==> config.mk <==
export PLATFORM = sky130hd
export DESIGN_NAME = ps2_key_decoder
export DESIGN_NICKNAME = d
export VERILOG_FILES = /design/src/rtl/ps2_pkg.sv /design/src/rtl/ps2_scancode_ascii.sv /design/src/rtl/ps2_key_decoder.sv
export SDC_FILE = /design/constraint.sdc
export NUM_CORES = 1
export LEC_CHECK = 0
export BUFFER_PORTS_ARGS = -buffer_cell sky130_fd_sc_hd__buf_2
export CORE_MARGIN = 2
export CORE_UTILIZATION = 40
export CTS_CLUSTER_DIAMETER = 100
export DETAILED_ROUTE_END_ITERATION = 10
export GPL_TIMING_DRIVEN = 0
export PLACE_DENSITY = 0.65
export SLEW_MARGIN = 20
export SYNTH_ARGS = -nofsm -noshare
export SYNTH_HDL_FRONTEND = slang
export SYNTH_SLANG_ARGS = --single-unit
==> constraint.sdc <==
create_clock -name clk -period 4.6 [get_ports clk]
set_input_delay 0.23 -clock clk [delete_from_list [all_inputs] [get_ports clk]]
set_output_delay 0.23 -clock clk [all_outputs]
set_load 0.01 [all_outputs]
==> src/rtl/ps2_pkg.sv <==
// ps2_pkg: shared definitions for the PS/2 set-2 key decoder.
//
// Contents:
//   ps2_state_t   prefix-tracking FSM states (IDLE, EXT, BRK, EXT_BRK)
//   SC_*          scancode constants: prefixes, BAT, arrow keys and WASD
//   DIR_*         bit positions of the four directions inside a held-bit nibble
//   arrow_mask    one-hot direction for an extended (E0-prefixed) arrow code
//   wasd_mask     one-hot direction for a plain W/A/S/D code
package ps2_pkg;

  typedef enum logic [1:0] {
    ST_IDLE    = 2'd0,
    ST_EXT     = 2'd1,
    ST_BRK     = 2'd2,
    ST_EXT_BRK = 2'd3
  } ps2_state_t;

  // Prefix and keyboard status bytes
  localparam logic [7:0] SC_EXT    = 8'hE0;
  localparam logic [7:0] SC_BRK    = 8'hF0;
  localparam logic [7:0] SC_BAT    = 8'hAA;
  localparam logic [7:0] SC_ACK    = 8'hFA;
  localparam logic [7:0] SC_RESEND = 8'hFE;
  localparam logic [7:0] SC_ERR0   = 8'h00;
  localparam logic [7:0] SC_ERR1   = 8'hFF;

  // Arrow keys (only meaningful after an E0 prefix)
  localparam logic [7:0] SC_ARROW_LEFT  = 8'h6B;
  localparam logic [7:0] SC_ARROW_RIGHT = 8'h74;
  localparam logic [7:0] SC_ARROW_UP    = 8'h75;
  localparam logic [7:0] SC_ARROW_DOWN  = 8'h72;

  // WASD keys (plain, non-extended codes)
  localparam logic [7:0] SC_KEY_A = 8'h1C;
  localparam logic [7:0] SC_KEY_D = 8'h23;
  localparam logic [7:0] SC_KEY_W = 8'h1D;
  localparam logic [7:0] SC_KEY_S = 8'h1B;

  // Direction bit positions in the 4-bit held vectors
  localparam int DIR_LEFT  = 0;
  localparam int DIR_RIGHT = 1;
  localparam int DIR_UP    = 2;
  localparam int DIR_DOWN  = 3;

  function automatic logic [3:0] arrow_mask(input logic [7:0] code);
    logic [3:0] m;
    m = 4'b0000;
    case (code)
      SC_ARROW_LEFT:  m[DIR_LEFT]  = 1'b1;
      SC_ARROW_RIGHT: m[DIR_RIGHT] = 1'b1;
      SC_ARROW_UP:    m[DIR_UP]    = 1'b1;
      SC_ARROW_DOWN:  m[DIR_DOWN]  = 1'b1;
      default:        m = 4'b0000;
    endcase
    return m;
  endfunction

  function automatic logic [3:0] wasd_mask(input logic [7:0] code);
    logic [3:0] m;
    m = 4'b0000;
    case (code)
      SC_KEY_A: m[DIR_LEFT]  = 1'b1;
      SC_KEY_D: m[DIR_RIGHT] = 1'b1;
      SC_KEY_W: m[DIR_UP]    = 1'b1;
      SC_KEY_S: m[DIR_DOWN]  = 1'b1;
      default:  m = 4'b0000;
    endcase
    return m;
  endfunction

endpackage

==> src/rtl/ps2_scancode_ascii.sv <==
// ps2_scancode_ascii: combinational set-2 make code to uppercase ASCII map.
//
// Ports:
//   scancode  in   8  set-2 make code
//   hit       out  1  high when scancode has an ASCII mapping
//   ascii     out  8  mapped ASCII value (8'h00 when hit is low)
//
// Covers letters A-Z, digits 0-9 and the space bar. Everything else misses.
module ps2_scancode_ascii (
  input  logic [7:0] scancode,
  output logic       hit,
  output logic [7:0] ascii
);

  always_comb begin
    hit   = 1'b1;
    ascii = 8'h00;
    case (scancode)
      // Letters
      8'h1C: ascii = 8'h41; // A
      8'h32: ascii = 8'h42; // B
      8'h21: ascii = 8'h43; // C
      8'h23: ascii = 8'h44; // D
      8'h24: ascii = 8'h45; // E
      8'h2B: ascii = 8'h46; // F
      8'h34: ascii = 8'h47; // G
      8'h33: ascii = 8'h48; // H
      8'h43: ascii = 8'h49; // I
      8'h3B: ascii = 8'h4A; // J
      8'h42: ascii = 8'h4B; // K
      8'h4B: ascii = 8'h4C; // L
      8'h3A: ascii = 8'h4D; // M
      8'h31: ascii = 8'h4E; // N
      8'h44: ascii = 8'h4F; // O
      8'h4D: ascii = 8'h50; // P
      8'h15: ascii = 8'h51; // Q
      8'h2D: ascii = 8'h52; // R
      8'h1B: ascii = 8'h53; // S
      8'h2C: ascii = 8'h54; // T
      8'h3C: ascii = 8'h55; // U
      8'h2A: ascii = 8'h56; // V
      8'h1D: ascii = 8'h57; // W
      8'h22: ascii = 8'h58; // X
      8'h35: ascii = 8'h59; // Y
      8'h1A: ascii = 8'h5A; // Z
      // Digits
      8'h45: ascii = 8'h30; // 0
      8'h16: ascii = 8'h31; // 1
      8'h1E: ascii = 8'h32; // 2
      8'h26: ascii = 8'h33; // 3
      8'h25: ascii = 8'h34; // 4
      8'h2E: ascii = 8'h35; // 5
      8'h36: ascii = 8'h36; // 6
      8'h3D: ascii = 8'h37; // 7
      8'h3E: ascii = 8'h38; // 8
      8'h46: ascii = 8'h39; // 9
      // Space bar
      8'h29: ascii = 8'h20;
      default: begin
        hit   = 1'b0;
        ascii = 8'h00;
      end
    endcase
  end

endmodule

==> src/rtl/ps2_key_decoder.sv <==
// ps2_key_decoder: turns a stream of PS/2 set-2 scancode bytes into held
// direction flags and an uppercase ASCII strobe.
//
// Ports:
//   clk          in   1  system clock, posedge
//   reset        in   1  asynchronous active-low reset
//   rx_data      in   8  received byte, qualified by rx_valid
//   rx_valid     in   1  one-cycle strobe per received byte
//   key_left     out  1  E0 6B or A held
//   key_right    out  1  E0 74 or D held
//   key_up       out  1  E0 75 or W held
//   key_down     out  1  E0 72 or S held
//   ascii_code   out  8  last mapped make-code ASCII value, held
//   ascii_valid  out  1  one-cycle pulse when ascii_code updates
//   proto_err    out  1  one-cycle pulse on prefix timeout or illegal prefix
//   dbg_state    out  2  current prefix FSM state (ps2_state_t encoding)
//
// Handshake: rx_valid is a fire-and-forget strobe with no ready; every cycle
// in which rx_valid is high delivers exactly one byte and the decoder always
// consumes it. All outputs are registered: a byte taken on edge N shows its
// effect after edge N.
module ps2_key_decoder
  import ps2_pkg::*;
#(
  parameter int TIMEOUT_CYCLES = 2000000,
  parameter int TW             = $clog2(TIMEOUT_CYCLES)
) (
  input  logic       clk,
  input  logic       reset,
  input  logic [7:0] rx_data,
  input  logic       rx_valid,
  output logic       key_left,
  output logic       key_right,
  output logic       key_up,
  output logic       key_down,
  output logic [7:0] ascii_code,
  output logic       ascii_valid,
  output logic       proto_err,
  output logic [1:0] dbg_state
);

  localparam logic [TW-1:0] TIMER_LAST = TW'(TIMEOUT_CYCLES - 1);

  ps2_state_t    state_q, state_d;
  logic [TW-1:0] timer_q, timer_d;
  // Arrow and WASD holds are tracked separately so releasing one source of
  // a direction does not drop the other.
  logic [3:0]    arrow_q, arrow_d;
  logic [3:0]    wasd_q, wasd_d;
  logic [7:0]    ascii_code_q, ascii_code_d;
  logic          ascii_valid_q, ascii_valid_d;
  logic          proto_err_q, proto_err_d;

  logic          lut_hit;
  logic [7:0]    lut_ascii;
  logic          is_ignored;

  ps2_scancode_ascii u_lut (
    .scancode (rx_data),
    .hit      (lut_hit),
    .ascii    (lut_ascii)
  );

  // Keyboard status replies and error bytes carry no key information.
  assign is_ignored = (rx_data == SC_ACK)  || (rx_data == SC_RESEND) ||
                      (rx_data == SC_ERR0) || (rx_data == SC_ERR1);

  always_comb begin
    state_d       = state_q;
    timer_d       = timer_q;
    arrow_d       = arrow_q;
    wasd_d        = wasd_q;
    ascii_code_d  = ascii_code_q;
    ascii_valid_d = 1'b0;
    proto_err_d   = 1'b0;

    if (rx_valid) begin
      // A byte always wins over a coincident timeout and restarts the timer.
      timer_d = '0;
      case (state_q)
        ST_IDLE: begin
          if (rx_data == SC_EXT) begin
            state_d = ST_EXT;
          end else if (rx_data == SC_BRK) begin
            state_d = ST_BRK;
          end else if (rx_data == SC_BAT) begin
            // Keyboard self-test completion: it has forgotten every key.
            arrow_d = 4'b0000;
            wasd_d  = 4'b0000;
          end else if (!is_ignored) begin
            wasd_d = wasd_q | wasd_mask(rx_data);
            if (lut_hit) begin
              ascii_code_d  = lut_ascii;
              ascii_valid_d = 1'b1;
            end
          end
        end

        ST_EXT: begin
          if (rx_data == SC_BRK) begin
            state_d = ST_EXT_BRK;
          end else if (rx_data == SC_EXT) begin
            state_d = ST_EXT;
          end else begin
            arrow_d = arrow_q | arrow_mask(rx_data);
            state_d = ST_IDLE;
          end
        end

        ST_BRK: begin
          if (rx_data == SC_BRK) begin
            state_d = ST_BRK;
          end else if (rx_data == SC_EXT) begin
            // F0 E0 is out of order; resynchronise on the E0.
            proto_err_d = 1'b1;
            state_d     = ST_EXT;
          end else begin
            wasd_d  = wasd_q & ~wasd_mask(rx_data);
            state_d = ST_IDLE;
          end
        end

        ST_EXT_BRK: begin
          if ((rx_data == SC_EXT) || (rx_data == SC_BRK)) begin
            proto_err_d = 1'b1;
          end else begin
            arrow_d = arrow_q & ~arrow_mask(rx_data);
          end
          state_d = ST_IDLE;
        end

        default: state_d = ST_IDLE;
      endcase
    end else if (state_q != ST_IDLE) begin
      // A prefix is pending and no follow-up byte arrived this cycle.
      if (timer_q == TIMER_LAST) begin
        state_d     = ST_IDLE;
        timer_d     = '0;
        proto_err_d = 1'b1;
      end else begin
        timer_d = timer_q + TW'(1);
      end
    end
  end

  always_ff @(posedge clk or negedge reset) begin
    if (!reset) begin
      state_q       <= ST_IDLE;
      timer_q       <= '0;
      arrow_q       <= 4'b0000;
      wasd_q        <= 4'b0000;
      ascii_code_q  <= 8'h00;
      ascii_valid_q <= 1'b0;
      proto_err_q   <= 1'b0;
    end else begin
      state_q       <= state_d;
      timer_q       <= timer_d;
      arrow_q       <= arrow_d;
      wasd_q        <= wasd_d;
      ascii_code_q  <= ascii_code_d;
      ascii_valid_q <= ascii_valid_d;
      proto_err_q   <= proto_err_d;
    end
  end

  // Conflicting directions are passed through; the consumer decides priority.
  assign key_left    = arrow_q[DIR_LEFT]  | wasd_q[DIR_LEFT];
  assign key_right   = arrow_q[DIR_RIGHT] | wasd_q[DIR_RIGHT];
  assign key_up      = arrow_q[DIR_UP]    | wasd_q[DIR_UP];
  assign key_down    = arrow_q[DIR_DOWN]  | wasd_q[DIR_DOWN];
  assign ascii_code  = ascii_code_q;
  assign ascii_valid = ascii_valid_q;
  assign proto_err   = proto_err_q;
  assign dbg_state   = state_q;

endmodule

==> summary.txt, run 1 <==
Outcome
  • Status: finished, final reports clean

Route
  • Via Count: slightly below 3000
  • Wire length on met1: between 3000 and 4000 um
  • WL per Instance: 16.5 um
  • Antenna-violating nets left: 0
  • Routed Wire Length: 8080 um
  • Drt pass-1 iters: 5
  • DRC viols: 0
  • Met2 wire length: between 3000 and 4000 um
  • 1st-iter DRT viols: 190
  • WL met3: between 600 and 700 um
  • Top layer in use: met4
  • Via-to-Cell Ratio: a little under 6

Yosys
  • Number of synthesized register bits: 40
  • Sequential share of the synthesized area: about a third
  • Ys flop type: dfrtp_1
  • Gate count of the mapped netlist: between 300 and 400
  • EDFF count, synth: 0
  • Syn Nets: 375
  • Asr flop ratio synth: 100%
  • Syn. warnings: 0
  • Post-Syn Area: just under 3000 um2
  • Mean Syn Cell Area: around 8.1 um2
  • Netlist cell types: 62

Pwr
  • Internal Power: ~0.52 mW
  • Total leakage power: about 1.4 nW
  • Clock power frac: between 20% and 30%
  • Pwr dens: 227 nW/um2
  • Comb pwr share: about a fifth
  • Sw Share: between 20% and 30%
  • Worst vdd ir: about 0.1 mV
  • P_sw: ~0.21 mW
  • Sequential Power Share: approximately half

Layout
  • Layout cells sized above 1: between 15 and 20%
  • Number of fill cells: 737
  • Finished Layout Cells: ~500
  • NumNets Final: 403
  • N_diodes: 0
  • P&R area growth vs syn: 10.4%

STA
  • Final-report hold violation count: 0
  • Fin Setup TNS: 0 ns
  • # setup viols final: 0
  • Final count of pins violating max slew: 0
  • Fmax: about 400 MHz
  • Crit share post-route: 54.3%
  • Tmin final: 2.50 ns
  • Worst Skew: 0.00575 ns
  • Slew margin rel.: 40.5%
  • Worst-Margin Slew: roughly 0.89 ns
  • RSZ-0062 raised after global routing: no

Clock tree
  • Clock Sinks: 40
  • Clock root cell: clkbuf_8
  • CTS HTree Levels: 2
  • Reg clk slew, reported paths: about 0.08 ns
  • Clk_lat worst skew: 0.29 ns
  • Post-CTS Setup Bufs: 0
  • CTS resizes: 0
  • Max Buffers Root-to-Sink: 2
  • Hold-fix buffers, CTS: 0
  • Num CTS Buffers: 5
  • CTS tree: done

Global route
  • First-pass GRT wire length: 13600 um
  • Largest net degree at the start of global routing: a little over 40
  • Total GRT Usage: between 20% and 30%
  • Vias in the first global route: about 2800
  • Initial antenna violation count: 0
  • GRT overflow: 0

Floorplan
  • Die width: 89.8 um
  • # IOs: 27
  • Row count: 31
  • Core Region: around 7200 um2
  • Die area: just over 8000 um2
  • Initial Utilization: a little over 40%
  • Die height: 89.8 um

Place
  • Placed Instances: 483
  • Port Buffers: 21
  • Placer congestion estimate: between 0.9 and 1
  • DPL Wire Length: slightly below 6000 um

Worst setup path
  • Critical Path AT: around 2.7 ns
  • Critical path fanouts, max: 10
  • Crit path launch type: register
  • Crit. End Element: register
  • Kind of critical path: register to register
  • Worst Path Required: roughly 4.8 ns

Flow run
  • Max Cap Violations: 0

Hold path
  • Tightest Hold Check Type: input pin to asynchronous set/reset pin
## logic make-up (layout without fill, tap and decap cells)
| logic type | count (synthesis) | in the layout | share of synthesized area (%) |
|---|---|---|---|
| xor gates and xnor gates | 18 | 18 | 5.35 |
| DFF | 40 | 40 | 34.0 |
| muxes | 6 | 6 | 2.21 |
| and+or+nand+nor | 181 | 181 | 34.3 |
| buffers and inverters | 35 | 63 | 5.35 |
| adders and majority gates | 1 | 1 | 0.424 |
| AOI/OAI and AO/OA | 81 | 81 | 18.3 |
| other | 1 | 1 | 0.127 |
## flip-flops by register name, indices dropped and copies added (netlist names)
signal and cells:
wasd_q 4, timer_q 21, proto_err 1, arrow_q 4
ascii_code 7, ascii_valid 1, dbg_state 2
## power by group through the flow
stage	Sequential [mW]	Combinational (mW)	Clock, mW
global placement	0.382	0.140	0
finish	0.375	0.142	0.221
detailed placement	0.382	0.140	0
global route	0.377	0.154	0.247
CTS	0.375	0.140	0.229
floorplan	0.388	0.0818	0
## cell type report
class	instances	area (um2)	share of cell area (%)
clock buffer	6	72.6	2.23
sequential	40	1000	30.8
multi-input combinational	288	1790	55.0
tap	99	124	3.81
timing repair buffer	21	105	3.23
clock inverter	1	5.00	0.154
inverter	9	33.8	1.04
buffer	26	124	3.81
## Yosys cell counts, drive strengths merged (5+ instances only)
master | instances | area share, %
and3 | 5 | 1.1
clkbuf | 11 | 1.4
inv | 9 | 1.1
nor2b | 11 | 2.3
nand2 | 32 | 4.1
a21oi | 19 | 3.2
nand4 | 10 | 2.3
o21ai | 25 | 4.2
nor3 | 9 | 1.5
buf | 15 | 2.8
or2 | 8 | 1.7
xor2 | 14 | 4.2
nand3 | 15 | 2.5
o31ai | 5 | 1.7
nor2 | 42 | 5.3
dfrtp | 40 | 34
nor4 | 7 | 1.5
nand2b | 6 | 1.3
## per-stage QoR
stage / hold slack [ns] / total power [mW] / area, um2 / utilization, % / setup slack (ns)
after floorplan: -0.0656 / 0.470 / 2950 / - / 2.44
after detailed placement: 0.398 / 0.522 / 3180 / 44.3 / 2.07
after global placement: 0.399 / 0.522 / 3180 / 44.3 / 2.10
final: 0.0602 / 0.737 / 3250 / 45.4 / 2.10
after CTS: 0.0963 / 0.745 / 3250 / 45.4 / 2.06
after global routing: 0.137 / 0.779 / 3250 / 45.4 / 1.87
## critical path, stage by stage (launching register included)
cell and delay, ns:
dfrtp_1 0.40, clkbuf_1 0.22, nor2_1 0.56, nand2_1 0.17, or3_1 0.50, a221oi_1 0.35, a32oi_1 0.16
## layout by cell type (no fill, tap or decap), types with 11 or more instances in the layout
cell,netlist,layout
o21ai_0,25,25
nand3_1,15,15
clkbuf_1,11,12
xor2_1,14,14
nor2_1,42,42
nor2b_1,11,11
nand2_1,32,32
buf_2,12,33
a21oi_1,19,19
dfrtp_1,40,40
## layer usage
layer | global-route usage (%) | vias to the layer above
met5 | 0 | -
met4 | 11.2 | 0
met3 | 3.86 | 31
met2 | 31.1 | 157
met1 | 27.1 | 1338
li1 | - | 1382
## final timing paths
check / startpoint / end / slack, ns / depth (start not counted)
worst max-delay path: dbg_state[0]$_DFFE_PN0P_ / ascii_code[0]$_DFFE_PN0P_ / 2.10 / 6
worst min-delay path: reset / timer_q[14]$_DFFE_PN0P_ / 0.06 / 1
worst max register to register: dbg_state[0]$_DFFE_PN0P_ / ascii_code[0]$_DFFE_PN0P_ / 2.10 / 6
worst min register to register: wasd_q[3]$_DFFE_PN0P_ / wasd_q[3]$_DFFE_PN0P_ / 0.50 / 2
max in group asynchronous: reset / timer_q[19]$_DFFE_PN0P_ / 4.00 / 1
min in group clk: rx_valid / dbg_state[0]$_DFFE_PN0P_ / 0.36 / 3
(Power assumes the default switching activity.)
==> run 2, diff against run 1 <==
--- a/config.mk
+++ b/config.mk
@@ -11,7 +11,7 @@
 export CTS_CLUSTER_DIAMETER = 100
 export DETAILED_ROUTE_END_ITERATION = 10
 export GPL_TIMING_DRIVEN = 0
-export PLACE_DENSITY = 0.65
+export PLACE_DENSITY = 0.68
 export SLEW_MARGIN = 20
 export SYNTH_ARGS = -nofsm -noshare
 export SYNTH_HDL_FRONTEND = slang
==> constraint.sdc (replaced) <==
create_clock -name clk -period 2.15 [get_ports clk]
set_input_delay 0.1075 -clock clk [delete_from_list [all_inputs] [get_ports clk]]
set_output_delay 0.1075 -clock clk [all_outputs]
set_load 0.01 [all_outputs]
==> run 2 against run 1 <==
Power up 140%; non-clock buffer count up 7; die area unchanged; register-to-register slack worse by 2.0 ns; first-iteration DRC count up 16%; worst setup slack worse by 2.0 ns; core utilization up 2.8 points; sequential power up 110%; sequential share of layout area down 1.8 points; maximum frequency up 22%; final area up 6.2%; critical endpoint is now timer_q[14]$_DFFE_PN0P_; highest routed layer unchanged.
==> summary.txt, run 2 (same netlist as run 1, synthesis figures left out) <==
Outcome
  • Status: finished, final reports clean (unchanged)

Clock tree
  • CTS HTree Levels: 2 (unchanged)
  • CTS tree: done (unchanged)
  • Num CTS Buffers: 5 (unchanged)
  • Clock Sinks: 40 (unchanged)
  • Max Buffers Root-to-Sink: 2 (unchanged)
  • Clock root cell: clkbuf_8 (unchanged)
  • Clk_lat worst skew: 0.29 ns (about the same)
  • Reg clk slew, reported paths: 0.08 ns (about the same)

Layout
  • Layout cells sized above 1: 21.8% (was 15.9%)
  • Max FFs per register: 21 (unchanged)
  • Post-layout util: 48.2% (was 45.4%)
  • Commonest cells after routing, fill and taps aside: nor2_1, dfrtp_1, buf_2, nand2_1, o21ai_0 (unchanged)
  • Number of fill cells: 720 (was 737)
  • Fin area: 3460 um2 (was 3250 um2)
  • NumNets Final: 410 (was 403)
  • Commonest non-fill, non-tap cell in the layout: nor2_1 (unchanged)
  • P&R area growth vs syn: 17.2% (was 10.4%)
  • Largest reg by FF count: timer_q (unchanged)
  • N_diodes: 0 (unchanged)

Place
  • DPL Wire Length: 5880 um (was 5870 um)
  • Placer congestion estimate: 0.991 (was 0.961)
  • Port Buffers: 21 (unchanged)
  • Placed Area: 3180 um2 (unchanged)

STA
  • Final count of pins violating max slew: 0 (unchanged)
  • Worst-Margin Slew: 0.874 ns (was 0.890 ns)
  • Worst Skew: 0.00539 ns (was 0.00575 ns)
  • # setup viols final: 0 (unchanged)
  • Final-report hold violation count: 0 (unchanged)
  • Fin Setup TNS: 0 ns (unchanged)
  • Fmax: 488 MHz (was 400 MHz)
  • Slew margin rel.: 41.7% (was 40.5%)
  • Tmin final: 2.05 ns (was 2.50 ns)
  • WHS: 0.206 ns (was 0.0602 ns)
  • RSZ-0062 raised after global routing: yes (was no)
  • Crit share post-route: 95.4% (was 54.3%)

Pwr
  • Total leakage power: 1.48 nW (was 1.37 nW)
  • Worst vdd ir: 0.216 mV (was 0.100 mV)
  • Pwr dens: 520 nW/um2 (was 227 nW/um2)
  • Power Total: 1.80 mW (was 0.737 mW)

Worst setup path
  • Worst Path Required: 2.37 ns (was 4.75 ns)
  • Critical path fanouts, max: 4 (was 10)
  • Kind of critical path: register to register (unchanged)
  • Critical Path AT: 2.28 ns (was 2.65 ns)
  • Crit path launch type: register (unchanged)
  • Crit. End Element: register (unchanged)

Floorplan
  • Initial Utilization: 41.1% (unchanged)
  • Row count: 31 (unchanged)
  • Core Region: 7180 um2 (unchanged)
  • Die width: 89.8 um (unchanged)
  • # IOs: 27 (unchanged)
  • Die area: 8070 um2 (unchanged)
  • Die height: 89.8 um (unchanged)

Global route
  • Met1 global-route usage: 25.3% (was 27.1%)
  • Largest net degree at the start of global routing: 41 (unchanged)
  • Met3 usage: 4.19% (was 3.86%)
  • Initial antenna violation count: 0 (unchanged)
  • Met2 Use GR: 34.0% (was 31.1%)
  • First-pass GRT wire length: 13600 um (about the same)
  • Vias in the first global route: 2872 (was 2751)
  • Total GRT Usage: 20.3% (about the same)
  • Top Usage Layer GRT: met2 (unchanged)
  • GRT overflow: 0 (unchanged)

Route
  • DRC viols: 0 (unchanged)
  • Via-to-Cell Ratio: 5.99 (was 5.93)
  • Via Count: 2984 (was 2908)
  • 1st-iter DRT viols: 221 (was 190)
  • WL per Instance: 16.6 um (was 16.5 um)
  • Drt pass-1 iters: 5 (unchanged)
  • Routed Wire Length: 8280 um (was 8080 um)
  • Antenna-violating nets left: 0 (unchanged)

Hold path
  • Tightest Hold Check Type: input pin to register (was input pin to asynchronous set/reset pin)

Flow run
  • Max Cap Violations: 0 (unchanged)
run 2: cell types whose count changed in the layout (fill, tap and decap cells not counted), sizes merged:
| cell | delta |
|---|---|
| buf | +5 |
| clkbuf | +2 |
| bufinv | +1 |
| clkinv | -1 |
| dlygate4sd3 | +1 |
run 2: final cells by class:
type                       count  area (um2)  share of cell area, %
sequential                    40        1000                   29.0
multi-input combinational    288        1880                   54.4
tap                           99         124                   3.58
clock buffer                   7        96.3                   2.79
clock inverter                 1        30.0                  0.869
timing repair buffer          29         165                   4.78
inverter                       9        33.8                  0.978
buffer                        25         126                   3.66
run 2: path summary, 6_finish.rpt:
path / from / to / slack, ns / depth (start not counted)
worst max-delay path: timer_q[1]$_DFFE_PN0P_ / timer_q[14]$_DFFE_PN0P_ / 0.1 / 6
worst min-delay path: rx_valid / dbg_state[0]$_DFFE_PN0P_ / 0.21 / 3
worst max register to register: timer_q[1]$_DFFE_PN0P_ / timer_q[14]$_DFFE_PN0P_ / 0.1 / 6
worst min register to register: wasd_q[3]$_DFFE_PN0P_ / wasd_q[3]$_DFFE_PN0P_ / 0.51 / 2
max in group asynchronous: reset / ascii_code[4]$_DFFE_PN0P_ / 1.13 / 2
min in group asynchronous: reset / timer_q[5]$_DFFE_PN0P_ / 0.47 / 2
run 2: what timing repair did:
item | CTS | global route
gates resized for setup | 8 | 14
setup buffers | 3 | 3
gates cloned | 1 | 0
hold endpoints to repair | 40 | 0
pin swaps | 1 | 4
hold buffers | 1 | 0
setup endpoints to repair | 30 | 18
run 2: through the flow:
stage / instances / worst slack (ns)
2_1_floorplan: 363 / 0.0868
3_3_place_gp: 483 / -0.367
3_5_place_dp: 483 / -0.400
4_1_cts: 495 / 0.0282
5_1_grt: 498 / -0.0422
6_report: 498 / 0.0987
run 2: per-layer routing:
layer,share of wire [%],vias up
met2,48,146
met3,7.9,24
li1,-,1388
met4,3.3,0
met5,0,-
met1,41,1426
run 2: report_power, final:
part           total (mW)  internal, mW  switching, mW
Sequential          0.801         0.786         0.0147
Clock               0.682         0.410          0.272
Combinational       0.313         0.119          0.195
run 2: critical path, cell delays in order, from the launching register on:
cell	delay [ns]
dfrtp_1	0.41
ha_2	0.22
nand3_1	0.11
or3_4	0.45
nor3_4	0.17
or4b_4	0.48
a21oi_2	0.15
